**config.mk**
```make
export PLATFORM = sky130hd
export DESIGN_NAME = common_timer_seq_flat
export DESIGN_NICKNAME = d
export VERILOG_FILES = /design/src/rtl/common_timer_seq_if.sv /design/src/rtl/common_timer_seq.sv /design/src/flat_wrapper.sv
export SDC_FILE = /design/constraint.sdc
export NUM_CORES = 1
export LEC_CHECK = 0
export ABC_CLOCK_PERIOD_IN_PS = 6700
export CORE_UTILIZATION = 55
export DETAILED_ROUTE_END_ITERATION = 10
export PLACE_DENSITY = 0.87
export SLEW_MARGIN = 10
export SYNTH_ARGS = -nofsm -noshare
export SYNTH_HDL_FRONTEND = slang
export SYNTH_SLANG_ARGS = --single-unit
```
**constraint.sdc**
```tcl
create_clock -name clk -period 6.7 [get_ports clk]
set_input_delay 2.01 -clock clk [delete_from_list [all_inputs] [get_ports clk]]
set_output_delay 2.01 -clock clk [all_outputs]
set_load 0.1 [all_outputs]
```
**src/rtl/common_timer_seq_if.sv**
```systemverilog
// Control/status bundle for the multi-channel bring-up timer.
// The slave side is the timer; the master side is whoever sequences it.
interface common_timer_seq_if #(
  parameter int NUM_CH = 4,
  parameter int CNT_W  = 16
);
  logic                      i_restart;
  logic                      i_hold;
  logic [NUM_CH*CNT_W-1:0]   i_delay;
  logic                      o_tick;
  logic [NUM_CH-1:0]         o_start;
  logic                      o_done;

  modport master (
    output i_restart, i_hold, i_delay,
    input  o_tick, o_start, o_done
  );

  modport slave (
    input  i_restart, i_hold, i_delay,
    output o_tick, o_start, o_done
  );
endinterface

```
**src/rtl/common_timer_seq.sv**
```systemverilog
// Shared-prescaler start timer: NUM_CH channel counters fire start strobes
// after per-channel tick delays, in level, single-pulse or periodic mode.
module common_timer_seq #(
  parameter int MHZ     = 50,
  parameter int TICK_US = 1000,
  parameter int NUM_CH  = 4,
  parameter int CNT_W   = 16,
  parameter int MODE    = 0
) (
  input  logic                clk,
  input  logic                rst,
  common_timer_seq_if.slave   bus
);
  localparam int TICK_CYC = MHZ * TICK_US;
  localparam int PW       = $clog2(TICK_CYC);
  localparam logic [PW-1:0] PRESC_MAX = PW'(TICK_CYC - 1);

  typedef enum logic [1:0] {S_LOAD, S_RUN, S_DONE} state_t;

  state_t            r_state, w_state_next;
  logic [PW-1:0]     r_presc;
  logic [NUM_CH-1:0] r_fired, r_start;
  logic              r_done;
  logic [NUM_CH-1:0] w_fire, w_en, w_fired_next;
  logic              w_tick, w_all_fired;

  assign w_tick       = (r_state == S_RUN) && !bus.i_hold && (r_presc == PRESC_MAX);
  assign w_fired_next = r_fired | w_fire;
  // A disabled channel (zero delay) counts as already fired.
  assign w_all_fired  = &(w_fired_next | ~w_en);

  generate
    for (genvar gi = 0; gi < NUM_CH; gi++) begin : g_ch
      logic [CNT_W-1:0] r_dly;
      logic [CNT_W-1:0] r_cnt;

      assign w_en[gi]   = (r_dly != '0);
      assign w_fire[gi] = w_tick && (r_cnt == CNT_W'(1));

      always_ff @(posedge clk) begin
        if (rst) begin
          r_dly <= '0;
          r_cnt <= '0;
        end else if (!bus.i_restart) begin
          if (r_state == S_LOAD) begin
            r_dly <= bus.i_delay[gi*CNT_W +: CNT_W];
            r_cnt <= bus.i_delay[gi*CNT_W +: CNT_W];
          end else if (w_tick && (r_cnt != '0)) begin
            // Periodic mode reloads on the firing tick; otherwise stop at zero.
            if ((MODE == 2) && (r_cnt == CNT_W'(1)))
              r_cnt <= r_dly;
            else
              r_cnt <= r_cnt - CNT_W'(1);
          end
        end
      end
    end
  endgenerate

  always_comb begin
    w_state_next = r_state;
    case (r_state)
      S_LOAD:  w_state_next = S_RUN;
      S_RUN:   if (w_all_fired && (MODE != 2)) w_state_next = S_DONE;
      S_DONE:  w_state_next = S_DONE;
      default: w_state_next = S_LOAD;
    endcase
    if (bus.i_restart) w_state_next = S_LOAD;
  end

  always_ff @(posedge clk) begin
    if (rst) begin
      r_state <= S_LOAD;
      r_presc <= '0;
      r_fired <= '0;
      r_start <= '0;
      r_done  <= 1'b0;
    end else begin
      r_state <= w_state_next;
      if (bus.i_restart) begin
        r_presc <= '0;
        r_fired <= '0;
        r_start <= '0;
        r_done  <= 1'b0;
      end else begin
        case (r_state)
          S_LOAD: begin
            r_presc <= '0;
            r_fired <= '0;
          end
          S_RUN: begin
            if (!bus.i_hold)
              r_presc <= (r_presc == PRESC_MAX) ? '0 : r_presc + PW'(1);
            r_fired <= w_fired_next;
            r_start <= (MODE == 0) ? (r_start | w_fire) : w_fire;
            if (w_all_fired) r_done <= 1'b1;
          end
          S_DONE: begin
            if (MODE != 0) r_start <= '0;
          end
          default: ;
        endcase
      end
    end
  end

  assign bus.o_tick  = w_tick;
  assign bus.o_start = r_start;
  assign bus.o_done  = r_done;
endmodule

```
**src/flat_wrapper.sv**
```systemverilog
// flat-port wrapper written by rule: the top's interface ports become plain ports
module common_timer_seq_flat 
#(
  parameter int MHZ     = 50,
  parameter int TICK_US = 1000,
  parameter int NUM_CH  = 4,
  parameter int CNT_W   = 16,
  parameter int MODE    = 0
)
  (clk, rst, bus_i_restart, bus_i_hold, bus_i_delay, bus_o_tick, bus_o_start, bus_o_done);
  common_timer_seq_if #(.NUM_CH(NUM_CH), .CNT_W(CNT_W)) bus_i ();
  input  logic clk;
  input  logic rst;
  input wire logic [$bits(bus_i.i_restart)-1:0] bus_i_restart;
  input wire logic [$bits(bus_i.i_hold)-1:0] bus_i_hold;
  input wire logic [$bits(bus_i.i_delay)-1:0] bus_i_delay;
  output wire logic [$bits(bus_i.o_tick)-1:0] bus_o_tick;
  output wire logic [$bits(bus_i.o_start)-1:0] bus_o_start;
  output wire logic [$bits(bus_i.o_done)-1:0] bus_o_done;
  assign bus_i.i_restart = bus_i_restart;
  assign bus_i.i_hold = bus_i_hold;
  assign bus_i.i_delay = bus_i_delay;
  assign bus_o_tick = bus_i.o_tick;
  assign bus_o_start = bus_i.o_start;
  assign bus_o_done = bus_i.o_done;
  common_timer_seq #(.MHZ(MHZ), .TICK_US(TICK_US), .NUM_CH(NUM_CH), .CNT_W(CNT_W), .MODE(MODE)) u_core (.clk(clk), .rst(rst), .bus(bus_i));
endmodule
```
# Yosys cells after proc, flatten, opt, wreduce, memory -nomap -nowiden
# Cells that the tools add are included.
[op_classes] n_addsub=5 muxes=14 n_bitwise=5 reduce_logical=34 eq_ne=9
[op_table] operator="$mux W16" count=10
[op_table] operator="$reduce_bool A16 Y1" count=8
[op_table] operator="$eq A16 B1 Y1 const B" count=4
[op_table] operator="$sub A16 B1 Y16 const B" count=4
[op_table] operator="$pmux W16 S2" count=1
[op_table] operator="$add A16 B1 Y16 const B" count=1
[op_table] operator="$eq A16 B16 Y1 const B" count=1
[op_table] operator="$or A4 B4 Y4" count=3
[op_table] operator="$reduce_and A2 Y1" count=6
[op_table] operator="$logic_and A1 B1 Y1" count=10
[op_table] operator="$reduce_bool A2 Y1" count=5
[op_table] operator="$pmux W4 S2" count=1
[op_table] operator="$pmux W2 S3" count=1
[op_table] operator="$reduce_and A5 Y1" count=1
[op_table] operator="$not A4 Y4" count=1
[op_table] operator="$reduce_and A4 Y1" count=1
[op_table] operator="$eq A2 B1 Y1 const B" count=1
[op_table] operator="$eq A2 B2 Y1 const B" count=1
[op_table] operator="$logic_not A2 Y1" count=1
[op_table] operator="$mux W2" count=1
[op_table] operator="$ne A2 B1 Y1 const B" count=1
[op_table] operator="$ne A2 B2 Y1 const B" count=1
[op_table] operator="$reduce_or A2 Y1" count=1
[op_table] operator="$logic_not A1 Y1" count=1
[op_table] operator="$not A1 Y1" count=1
[totals] input_bits=68 output_inout_bits=6 ff_bits=155 elab_cells=80

# Logic depth before layout (Yosys ltp)
[logic_depth] word_depth=9 depth_mapped=10 depth_no_buf=8

# Worst setup path after synthesis
# Ideal clock, no wire load.
[synth_path] kind="input to output" start="input bus_i_hold" end="output bus_o_tick" arrival_ns=3.356 slack_ns=1.334 required_ns=4.690 path_stages=4 cell_sequence="nand2b_1 -> or2_2 -> buf_2 -> inv_1"
[synth_via] elab_chain_cells=3
[synth_rtl] element="start, declared" line="flat_wrapper.sv:15" text="input wire logic [$bits(bus_i.i_hold)-1:0] bus_i_hold;"
[synth_rtl] element="$logic_not A1 Y1" line="common_timer_seq.sv:27" text="assign w_tick = (r_state == S_RUN) && !bus.i_hold && (r_presc == PRESC_MAX);"
[synth_rtl] element="$logic_and A1 B1 Y1 (2 in series)" line="common_timer_seq.sv:27"
[synth_rtl] element="end, declared" line="flat_wrapper.sv:17" text="output wire logic [$bits(bus_i.o_tick)-1:0] bus_o_tick;"
# Every way passes these cells.

# Worst setup path in the final report
# Ends and elaborated chain as after synthesis.

==> impl_metrics.env <==
export IMPL_fin_crit_sh=0.858
export IMPL_max_cap_viol_count=0
export IMPL_syn_nets=1115
export IMPL_setup_viol=0
export IMPL_rsz0062_at_grt="no"
export IMPL_syn_inst=1032
export IMPL_cts_tree="built"
export IMPL_grt_usage=0.297
export IMPL_routedWlPerCell_um=17.2
export IMPL_timing_fmax_mhz=174
export IMPL_postSynthAreaPerCell_um2=7.65
export IMPL_ys_types=74
export IMPL_p_leak_uw=0.00334
export IMPL_worstHoldPathType="reg -> reg"
export IMPL_multi_input_area_mm2=0.00448
export IMPL_endpoint="bus_o_tick"
export IMPL_dp_hpwl_um=14200
export IMPL_finalCriticalPeriod_ps=5750
export IMPL_htreeDepth=4
export IMPL_seq_area_frac_synth=0.393
export IMPL_finClkSkew_ps=8.17
export IMPL_portBuffers=73
export IMPL_drt_initial_drc_count=1058
export IMPL_power_density_mw_per_mm2=270
export IMPL_startpoint_type="input pin"
export IMPL_synth_edf_count=0
export IMPL_drive_gt1_frac=0.0638
export IMPL_startpoint="bus_i_hold"
export IMPL_syn_area_mm2=0.00790
export IMPL_num_antenna_cells=0
export IMPL_tightest_slew_ps=991
export IMPL_worstRegToRegCells=8
export IMPL_synthArstFlopShare=0
export IMPL_start_util=0.567
export IMPL_whs_ps=455
export IMPL_drc_errors=0
export IMPL_post_cts_resized=0
export IMPL_num_rows=43
export IMPL_critPathArrivalTime_ps=3740
export IMPL_finalHoldViolCount=0
export IMPL_ios=74
export IMPL_ys_warn_count=0
export IMPL_final_nets=1151
export IMPL_synth_top_area_cell="dfxtp_1"
export IMPL_cts_root_buffer="clkbuf_16"
export IMPL_clock_path_buffers=2
export IMPL_seqCellArea_mm2=0.00310
export IMPL_die_width_um=122
export IMPL_syn2layout_area_growth_pct=17.4
export IMPL_drt_pass1_iter_count=6
export IMPL_r2r_slack_ps=3620
export IMPL_finalWirelength_um=21600
export IMPL_cts_reportedPaths_clkPinSlew_ps=70
export IMPL_critPathMaxFanout=9
export IMPL_cts_num_sinks=155
export IMPL_status="finished clean"
export IMPL_ctsHoldBuffers=0
export IMPL_post_cts_buffers=0
export IMPL_viasPerCell=6.30
export IMPL_netlist_top_cells_count="nand2_1 (220), dfxtp_1 (155), a21oi_1 (125)"
export IMPL_grt_pass1_wl_um=34900
export IMPL_die_h_um=122
export IMPL_reg2reg_to="u_core.r_presc[10]$_SDFFE_PP0P_"
export IMPL_grt_max_degree=83
export IMPL_ys_flop_type="dfxtp_1"
export IMPL_core_region_area_mm2=0.0139
export IMPL_nFillCells=1126
export IMPL_clkLatencyLatePin_ps=440
export IMPL_slew_headroom=0.335
export IMPL_tns_ps=0
export IMPL_overflow=0
export IMPL_peakVddDrop_uv=183
export IMPL_endpoint_kind="output port"
export IMPL_place_gp_congestion=0.980
export IMPL_cts_buffers=17
export IMPL_synth_area_leaders="dfxtp_1 (39%), nand2_1 (10%), a21oi_1 (7.9%), nor2_1 (4.0%), o21ai_0 (2.9%)"
export IMPL_critPathRequiredTime_ps=4690
export IMPL_vias=7939
export IMPL_grt_pass1_vias=7159
export IMPL_synth_top_area_share=0.393
export IMPL_worstSetupPathType="in -> out"
export IMPL_synth_seq_cells=155
export IMPL_slew_violations=0
export IMPL_antenna_found_initial=0
export IMPL_drtAntennaViolNets=0
export IMPL_r2r_start="u_core.r_state[0]$_SDFFE_PP0P_"
export IMPL_synth_most_common_cell="nand2_1"
export IMPL_die_area_mm2=0.0148
critical path: stages:
cell and delay [ps]:
clkdlybuf4s50_1 460, nand2b_1 270, or2_2 450, inv_1 200
buf_4 330
sequential cells by signal (all words and copies together), names as in the netlist:
name,flops
u_core.g_ch.r_cnt,64
u_core.g_ch.r_dly,64
u_core.r_presc,16
u_core.bus.o_start,4
u_core.r_fired,4
u_core.r_state,2
u_core.bus.o_done,1
cells by family (layout without fill, tap and decap cells):
| group | count (synthesis) | count (layout) | share of synthesized area |
|---|---|---|---|
| AND/OR/NAND/NOR | 466 | 466 | 0.286 |
| AO/OA/AOI/OAI | 296 | 296 | 0.236 |
| flip-flops | 155 | 155 | 0.393 |
| buffers and inverters | 84 | 133 | 0.0422 |
| adder cells (fa/ha/maj) | 15 | 15 | 0.0238 |
| XOR/XNOR | 11 | 11 | 0.0122 |
| multiplexers | 5 | 5 | 0.00634 |
area by class of cell:
class                           instances  area share
Clock inverter                         14      0.0188
Tap cell                              180      0.0243
Clock buffer                           18      0.0463
Sequential cell                       155       0.335
Timing Repair Buffer                   79      0.0832
Inverter                               22     0.00891
Multi-Input combinational cell        793       0.484
worst min path at each step:
stage / start / end / slack, ps / cells past startpoint
6_report: u_core.g_ch[2].r_dly[6]$_SDFFE_PP0P_ / u_core.g_ch[2].r_dly[6]$_SDFFE_PP0P_ / 460 / 2
4_1_cts: u_core.g_ch[2].r_dly[6]$_SDFFE_PP0P_ / u_core.g_ch[2].r_dly[6]$_SDFFE_PP0P_ / 460 / 2
3_5_place_dp: u_core.g_ch[1].r_dly[6]$_SDFFE_PP0P_ / u_core.g_ch[1].r_dly[6]$_SDFFE_PP0P_ / 450 / 2
5_1_grt: u_core.g_ch[1].r_dly[13]$_SDFFE_PP0P_ / u_core.g_ch[1].r_dly[13]$_SDFFE_PP0P_ / 470 / 2
2_1_floorplan: u_core.g_ch[0].r_dly[13]$_SDFFE_PP0P_ / u_core.g_ch[0].r_dly[13]$_SDFFE_PP0P_ / 440 / 2
3_3_place_gp: u_core.g_ch[0].r_dly[6]$_SDFFE_PP0P_ / u_core.g_ch[0].r_dly[6]$_SDFFE_PP0P_ / 440 / 2
power by group:
part,total (uW),leakage [uW],switching (uW),internal [uW]
clock network,990,0.000270,404,585
registers,1040,0.00127,56.9,980
logic,472,0.00180,297,175
placed cells by master, fill, tap and decap left out, types with 6 or more instances in the layout:
cell type	instances
a21oi_1	125
clkinvlp_4	7
o211ai_1	7
dfxtp_1	155
ha_1	14
nor3_1	23
or4_1	7
a32oi_1	6
nand4_1	21
a31oi_1	16
o31a_1	6
and4_1	7
clkdlybuf4s50_1	71
nor4_1	32
o31ai_1	11
a41oi_1	8
or3_1	7
o21ai_0	46
nand3_1	23
nand2_1	219
buf_4	8
and3_1	6
nor3b_1	7
inv_1	21
clkbuf_16	17
xor2_1	8
nor2_1	83
o21ai_1	7
o22ai_1	6
metal layers:
layer	vias up	GRT usage	share of wire
met5	-	0	0
met4	0	0.106	0.021
met3	55	0.0609	0.074
met2	335	0.478	0.47
met1	3733	0.392	0.43
li1	3816	-	-
per-stage QoR:
stage           util  instance area (um2)  setup WS [ps]  total power [uW]  cells
2_1_floorplan      -                 7900           1330              1370   1032
3_3_place_gp   0.622                 8660           1030              1500   1229
3_5_place_dp   0.622                 8660            995              1510   1229
4_1_cts        0.665                 9270            993              2490   1261
5_1_grt        0.665                 9270            899              2590   1261
6_report       0.665                 9270            953              2500   1261
No activity file was read; power rests on OpenSTA's default activity.
==> edit 1, RTL diff (same flow settings) <==
`MODE` is set to 0 in 2 places; all go to 1.
--- a/src/rtl/common_timer_seq.sv
+++ b/src/rtl/common_timer_seq.sv
@@ -6,5 +6,5 @@
   parameter int NUM_CH  = 4,
   parameter int CNT_W   = 16,
-  parameter int MODE    = 0
+  parameter int MODE    = 1
 ) (
   input  logic                clk,
--- a/src/flat_wrapper.sv
+++ b/src/flat_wrapper.sv
@@ -6,5 +6,5 @@
   parameter int NUM_CH  = 4,
   parameter int CNT_W   = 16,
-  parameter int MODE    = 0
+  parameter int MODE    = 1
 )
   (clk, rst, bus_i_restart, bus_i_hold, bus_i_delay, bus_o_tick, bus_o_start, bus_o_done);
Check against the original RTL: same outputs for any inputs over 10 cycles, from zero or initial values and one cycle with rst high; that may be too few to reach the edited logic, so the function may still have changed.
==> edit 1 against the unedited design <==
Sequential cell count did not move. Clock power down 6.0%. Wire length shrank 0.83%. Synthesized area is 0.89% higher. Clock skew is 0.00069 ns lower. Power is 0.21% lower. Cell area rose by 0.49%. Worst setup slack improved by 0.40 ns.
==> edit 1: results (changes against the unedited design) <==
[clocking]
cts_buffers=17  ; unchanged
path_clk_slew_ns=0.06
cts.path.max_buffers=2  ; unchanged

[pwr]
p_leak_nw=3.400  ; was 3.337 nW
ir_drop_uv=213.4  ; was 182.6 uV

[synthesis]
synthMuxAreaShare=0.005027  ; was 0.006339
ys_types=72  ; was 74
synth_xor_area_frac=0  ; was 0.01220
ys_seq_area_frac=0.3896  ; was 0.3930
synth_top_cells_by_area=dfxtp_1 (39%), nand2_1 (11%), a21oi_1 (9.6%), nor2_1 (4.4%), o21ai_0 (4.3%)  ; was dfxtp_1 (39%), nand2_1 (10%), a21oi_1 (7.9%), nor2_1 (4.0%), o21ai_0 (2.9%)
synth_compound_area_frac=0.2499  ; was 0.2363
ys_top_cells_by_count=nand2_1 (229), dfxtp_1 (155), a21oi_1 (152)  ; was nand2_1 (220), dfxtp_1 (155), a21oi_1 (125)
synth-main-ff-cell=dfxtp_1  ; unchanged
yosys.area_share.adder=0.02513  ; was 0.02377

[floorplan]
initial_core_util=0.5694  ; was 0.5666

[place]
hpwl_mm=13.71  ; was 14.16 mm
place_congestion=0.9411  ; was 0.9798

[routing]
drt-initial-drc-count=934  ; was 1058
vias_per_cell=6.235  ; was 6.296
wl_mm=21.45  ; was 21.63 mm
first_pass_iters=5  ; was 6

[setup_path]
arrival_ns=3.34  ; was 3.74 ns

[finish]
top_regs=u_core.g_ch.r_cnt x64, u_core.g_ch.r_dly x64, u_core.r_presc x16  ; unchanged
drive_gt1_frac=0.06122  ; was 0.06383
nets=1198  ; was 1151

[timing]
tightest_slew_ns=1.233  ; was 0.9914 ns
fin_skew_ns=0.007476  ; was 0.008165 ns
hold_viol_final=0  ; unchanged

[global_route]
grt_pass1_wl_mm=34.71  ; was 34.87 mm
grt_pass1_vias=7302  ; was 7159
grt_max_degree=100  ; was 83
grt_use_total=0.2915  ; was 0.2971
antenna_found_initial=0  ; unchanged

[run_status]
status=finished clean  ; unchanged

[edit 1: changes by cell type in the layout (fill, tap and decap cells not counted), moves of 10 or more]
cell and change:
nor2_1 +10, nand2b_1 +10, o21ai_0 +22, a21oi_1 +27
nand4_1 -15
[edit 1: final cells by class]
type                       count  area, sq um
clock buffer                  19        452.9
multi-input combinational    837         4539
fill                        1187         4677
timing repair buffer          82        793.3
tap                          180        225.2
inverter                      21        78.83
sequential                   155         3103
clock inverter                13        118.9
[edit 1: logic make-up (layout without fill, tap and decap cells)]
logic type,count (synthesis),after routing
simple gates,489,489
compound gates,328,328
flops,155,155
buf+inv,87,135
fa+ha+maj,16,16
mux,4,4
[edit 1: worst paths after layout]
kind | to | slack [ns] | depth (start not counted) | from
max | bus_o_tick | 1.35 | 4 | bus_i_hold
min | u_core.g_ch[2].r_dly[13] | 0.46 | 2 | u_core.g_ch[2].r_dly[13]
max reg2reg | u_core.r_presc[13] | 3.48 | 8 | u_core.r_state[0]
min reg2reg | u_core.g_ch[2].r_dly[13] | 0.46 | 2 | u_core.g_ch[2].r_dly[13]
[edit 1: metrics by stage]
step / setup slack [ns] / cell area [sq um] / utilization / instances / total power, W
floorplan: 1.071 / 7965 / - / 1079 / 0.001410
global placement: 1.409 / 8740 / 0.6248 / 1275 / 0.001551
detailed placement: 1.395 / 8740 / 0.6248 / 1275 / 0.001563
CTS: 1.379 / 9311 / 0.6657 / 1307 / 0.002488
global route: 1.330 / 9311 / 0.6657 / 1307 / 0.002605
finish: 1.351 / 9311 / 0.6657 / 1307 / 0.002493
[edit 1: power by group]
part	switching, W	total [W]	internal, W
clock network	0.000399	0.000931	0.000532
logic	0.000326	0.000524	0.000198
registers	0.0000545	0.00104	0.000984
[edit 1: layer usage]
layer | part of all wire | vias to the layer above | track usage
met5 | 0 | - | 0
met4 | 0.027 | 0 | 0.1235
met3 | 0.076 | 43 | 0.05297
met2 | 0.47 | 390 | 0.4663
met1 | 0.43 | 3778 | 0.3849
li1 | - | 3938 | -
[edit 1: worst max-delay path, stage by stage]
cell and delay (ns):
clkdlybuf4s50_1 0.43, nand2b_1 0.29, nor2_1 0.27, buf_4 0.34
==> edit 2, RTL diff (same settings) <==
Made on the original files. Encoding of `state_t`: now one-hot (3 bits for 3 states).
--- a/src/rtl/common_timer_seq.sv
+++ b/src/rtl/common_timer_seq.sv
@@ -16,5 +16,5 @@
   localparam logic [PW-1:0] PRESC_MAX = PW'(TICK_CYC - 1);
 
-  typedef enum logic [1:0] {S_LOAD, S_RUN, S_DONE} state_t;
+  typedef enum logic [2:0] {S_LOAD = 3'b001, S_RUN = 3'b010, S_DONE = 3'b100} state_t;
 
   state_t            r_state, w_state_next;
Formal check against the unedited RTL: same outputs for any inputs over 10 cycles, from zero or initial values and one cycle with rst high; not proved beyond that.
==> edit 2 against the unedited design <==
Wire length is 4.5% lower. Synthesized area is 2.7% lower. Sequential cell count is 1 higher. Largest cell class unchanged. Cell area fell by 1.9%. Power grew 1.0%. Worst setup slack improved by 0.34 ns. Combinational power is 0.8% higher. Maximum frequency up 6.4%. Largest power group unchanged.
==> edit 2: results (changes against the unedited design) <==
[global_route]
grt_max_degree=81  ; was 83
grt_pass1_wl_mm=33.84  ; was 34.87 mm
grt_pass1_vias=6980  ; was 7159
grt_use_total=0.2932  ; was 0.2971

[routing]
drt-initial-drc-count=806  ; was 1058
wl_mm=20.66  ; was 21.63 mm
avgRoutedWirePerCell_um=16.50  ; was 17.15 um
vias_per_cell=6.191  ; was 6.296
first_pass_iters=6  ; unchanged

[synthesis]
synth_edf_count=0  ; unchanged
yosys.area_share.adder=0.02117  ; was 0.02377
syn_avg_cell_area_sq_um=7.495  ; was 7.650 sq um
synth_compound_area_frac=0.2347  ; was 0.2363
synth_nets=1106  ; was 1115
ys_types=65  ; was 74
ys_top_cells_by_count=nand2_1 (222), dfxtp_1 (156), a21oi_1 (148)  ; was nand2_1 (220), dfxtp_1 (155), a21oi_1 (125)
ys_seq_area_frac=0.4065  ; was 0.3930
synth_xor_area_frac=0.01368  ; was 0.01220
synth_top_cells_by_area=dfxtp_1 (41%), nand2_1 (11%), a21oi_1 (9.6%), o21ai_0 (3.9%), nor2_1 (3.4%)  ; was dfxtp_1 (39%), nand2_1 (10%), a21oi_1 (7.9%), nor2_1 (4.0%), o21ai_0 (2.9%)
synthMuxAreaShare=0  ; was 0.006339

[timing]
fin_skew_ns=0.006985  ; was 0.008165 ns
hold_ws_ns=0.4545  ; was 0.4554 ns
final.setup.worst_slack_ns=1.297  ; was 0.9531 ns
max_slew_margin=0.3092  ; was 0.3346

[place]
place.port_buffers=73  ; unchanged
hpwl_mm=13.44  ; was 14.16 mm
place_area_sq_um=8469  ; was 8663 sq um
place_inst=1220  ; was 1229
place_congestion=0.8988  ; was 0.9798

[clocking]
htreeDepth=4  ; unchanged

[setup_path]
r2r-start=u_core.r_presc[5]  ; was u_core.r_state[0]
r2r_slack_ns=3.46  ; was 3.62 ns
arrival_ns=3.39  ; was 3.74 ns
cp_max_fo=4  ; was 9
critical_path.max_stage_delay_ns=0.48  ; was 0.46 ns
timing.rr.end=u_core.g_ch[3].r_cnt[4]  ; was u_core.r_presc[10]
ff2ff_path_depth=6  ; was 8

[pwr]
ir_drop_uv=191.9  ; was 182.6 uV
switching_share=0.2877  ; was 0.3032
p_leak_nw=3.224  ; was 3.337 nW

[finish]
fillers=1133  ; was 1126
multi_input_area_sq_um=4284  ; was 4482 sq um
drive_gt1_frac=0.06599  ; was 0.06383

[run_status]
status=finished clean  ; unchanged

[worst_hold_path]
min_from=u_core.g_ch[2].r_dly[4]  ; was u_core.g_ch[2].r_dly[6]
min_to=u_core.g_ch[2].r_dly[4]  ; was u_core.g_ch[2].r_dly[6]

edit 2: power groups by stage:
stage | Clock (W) | Combinational (W) | Sequential, W
floorplan | 0 | 0.000333 | 0.00104
global placement | 0 | 0.000452 | 0.00105
detailed placement | 0 | 0.000461 | 0.00105
CTS | 0.00102 | 0.000469 | 0.00103
global route | 0.00107 | 0.000528 | 0.00104
finish | 0.00102 | 0.000476 | 0.00103
edit 2: metal layers:
| layer | routed length, um | GRT usage | up-vias |
|---|---|---|---|
| met5 | 0 | 0 | - |
| met4 | 593 | 0.1250 | 0 |
| met3 | 1531 | 0.05943 | 54 |
| met2 | 9772 | 0.4677 | 335 |
| met1 | 8767 | 0.3849 | 3609 |
| li1 | - | - | 3753 |
edit 2: final cells by class:
cell class	count	share of cell area
Multi-Input combinational cell	792	0.4714
Tap cell	176	0.02423
Inverter	15	0.006196
Clock buffer	21	0.04957
Clock inverter	11	0.01845
Sequential cell	156	0.3437
Timing Repair Buffer	81	0.08647
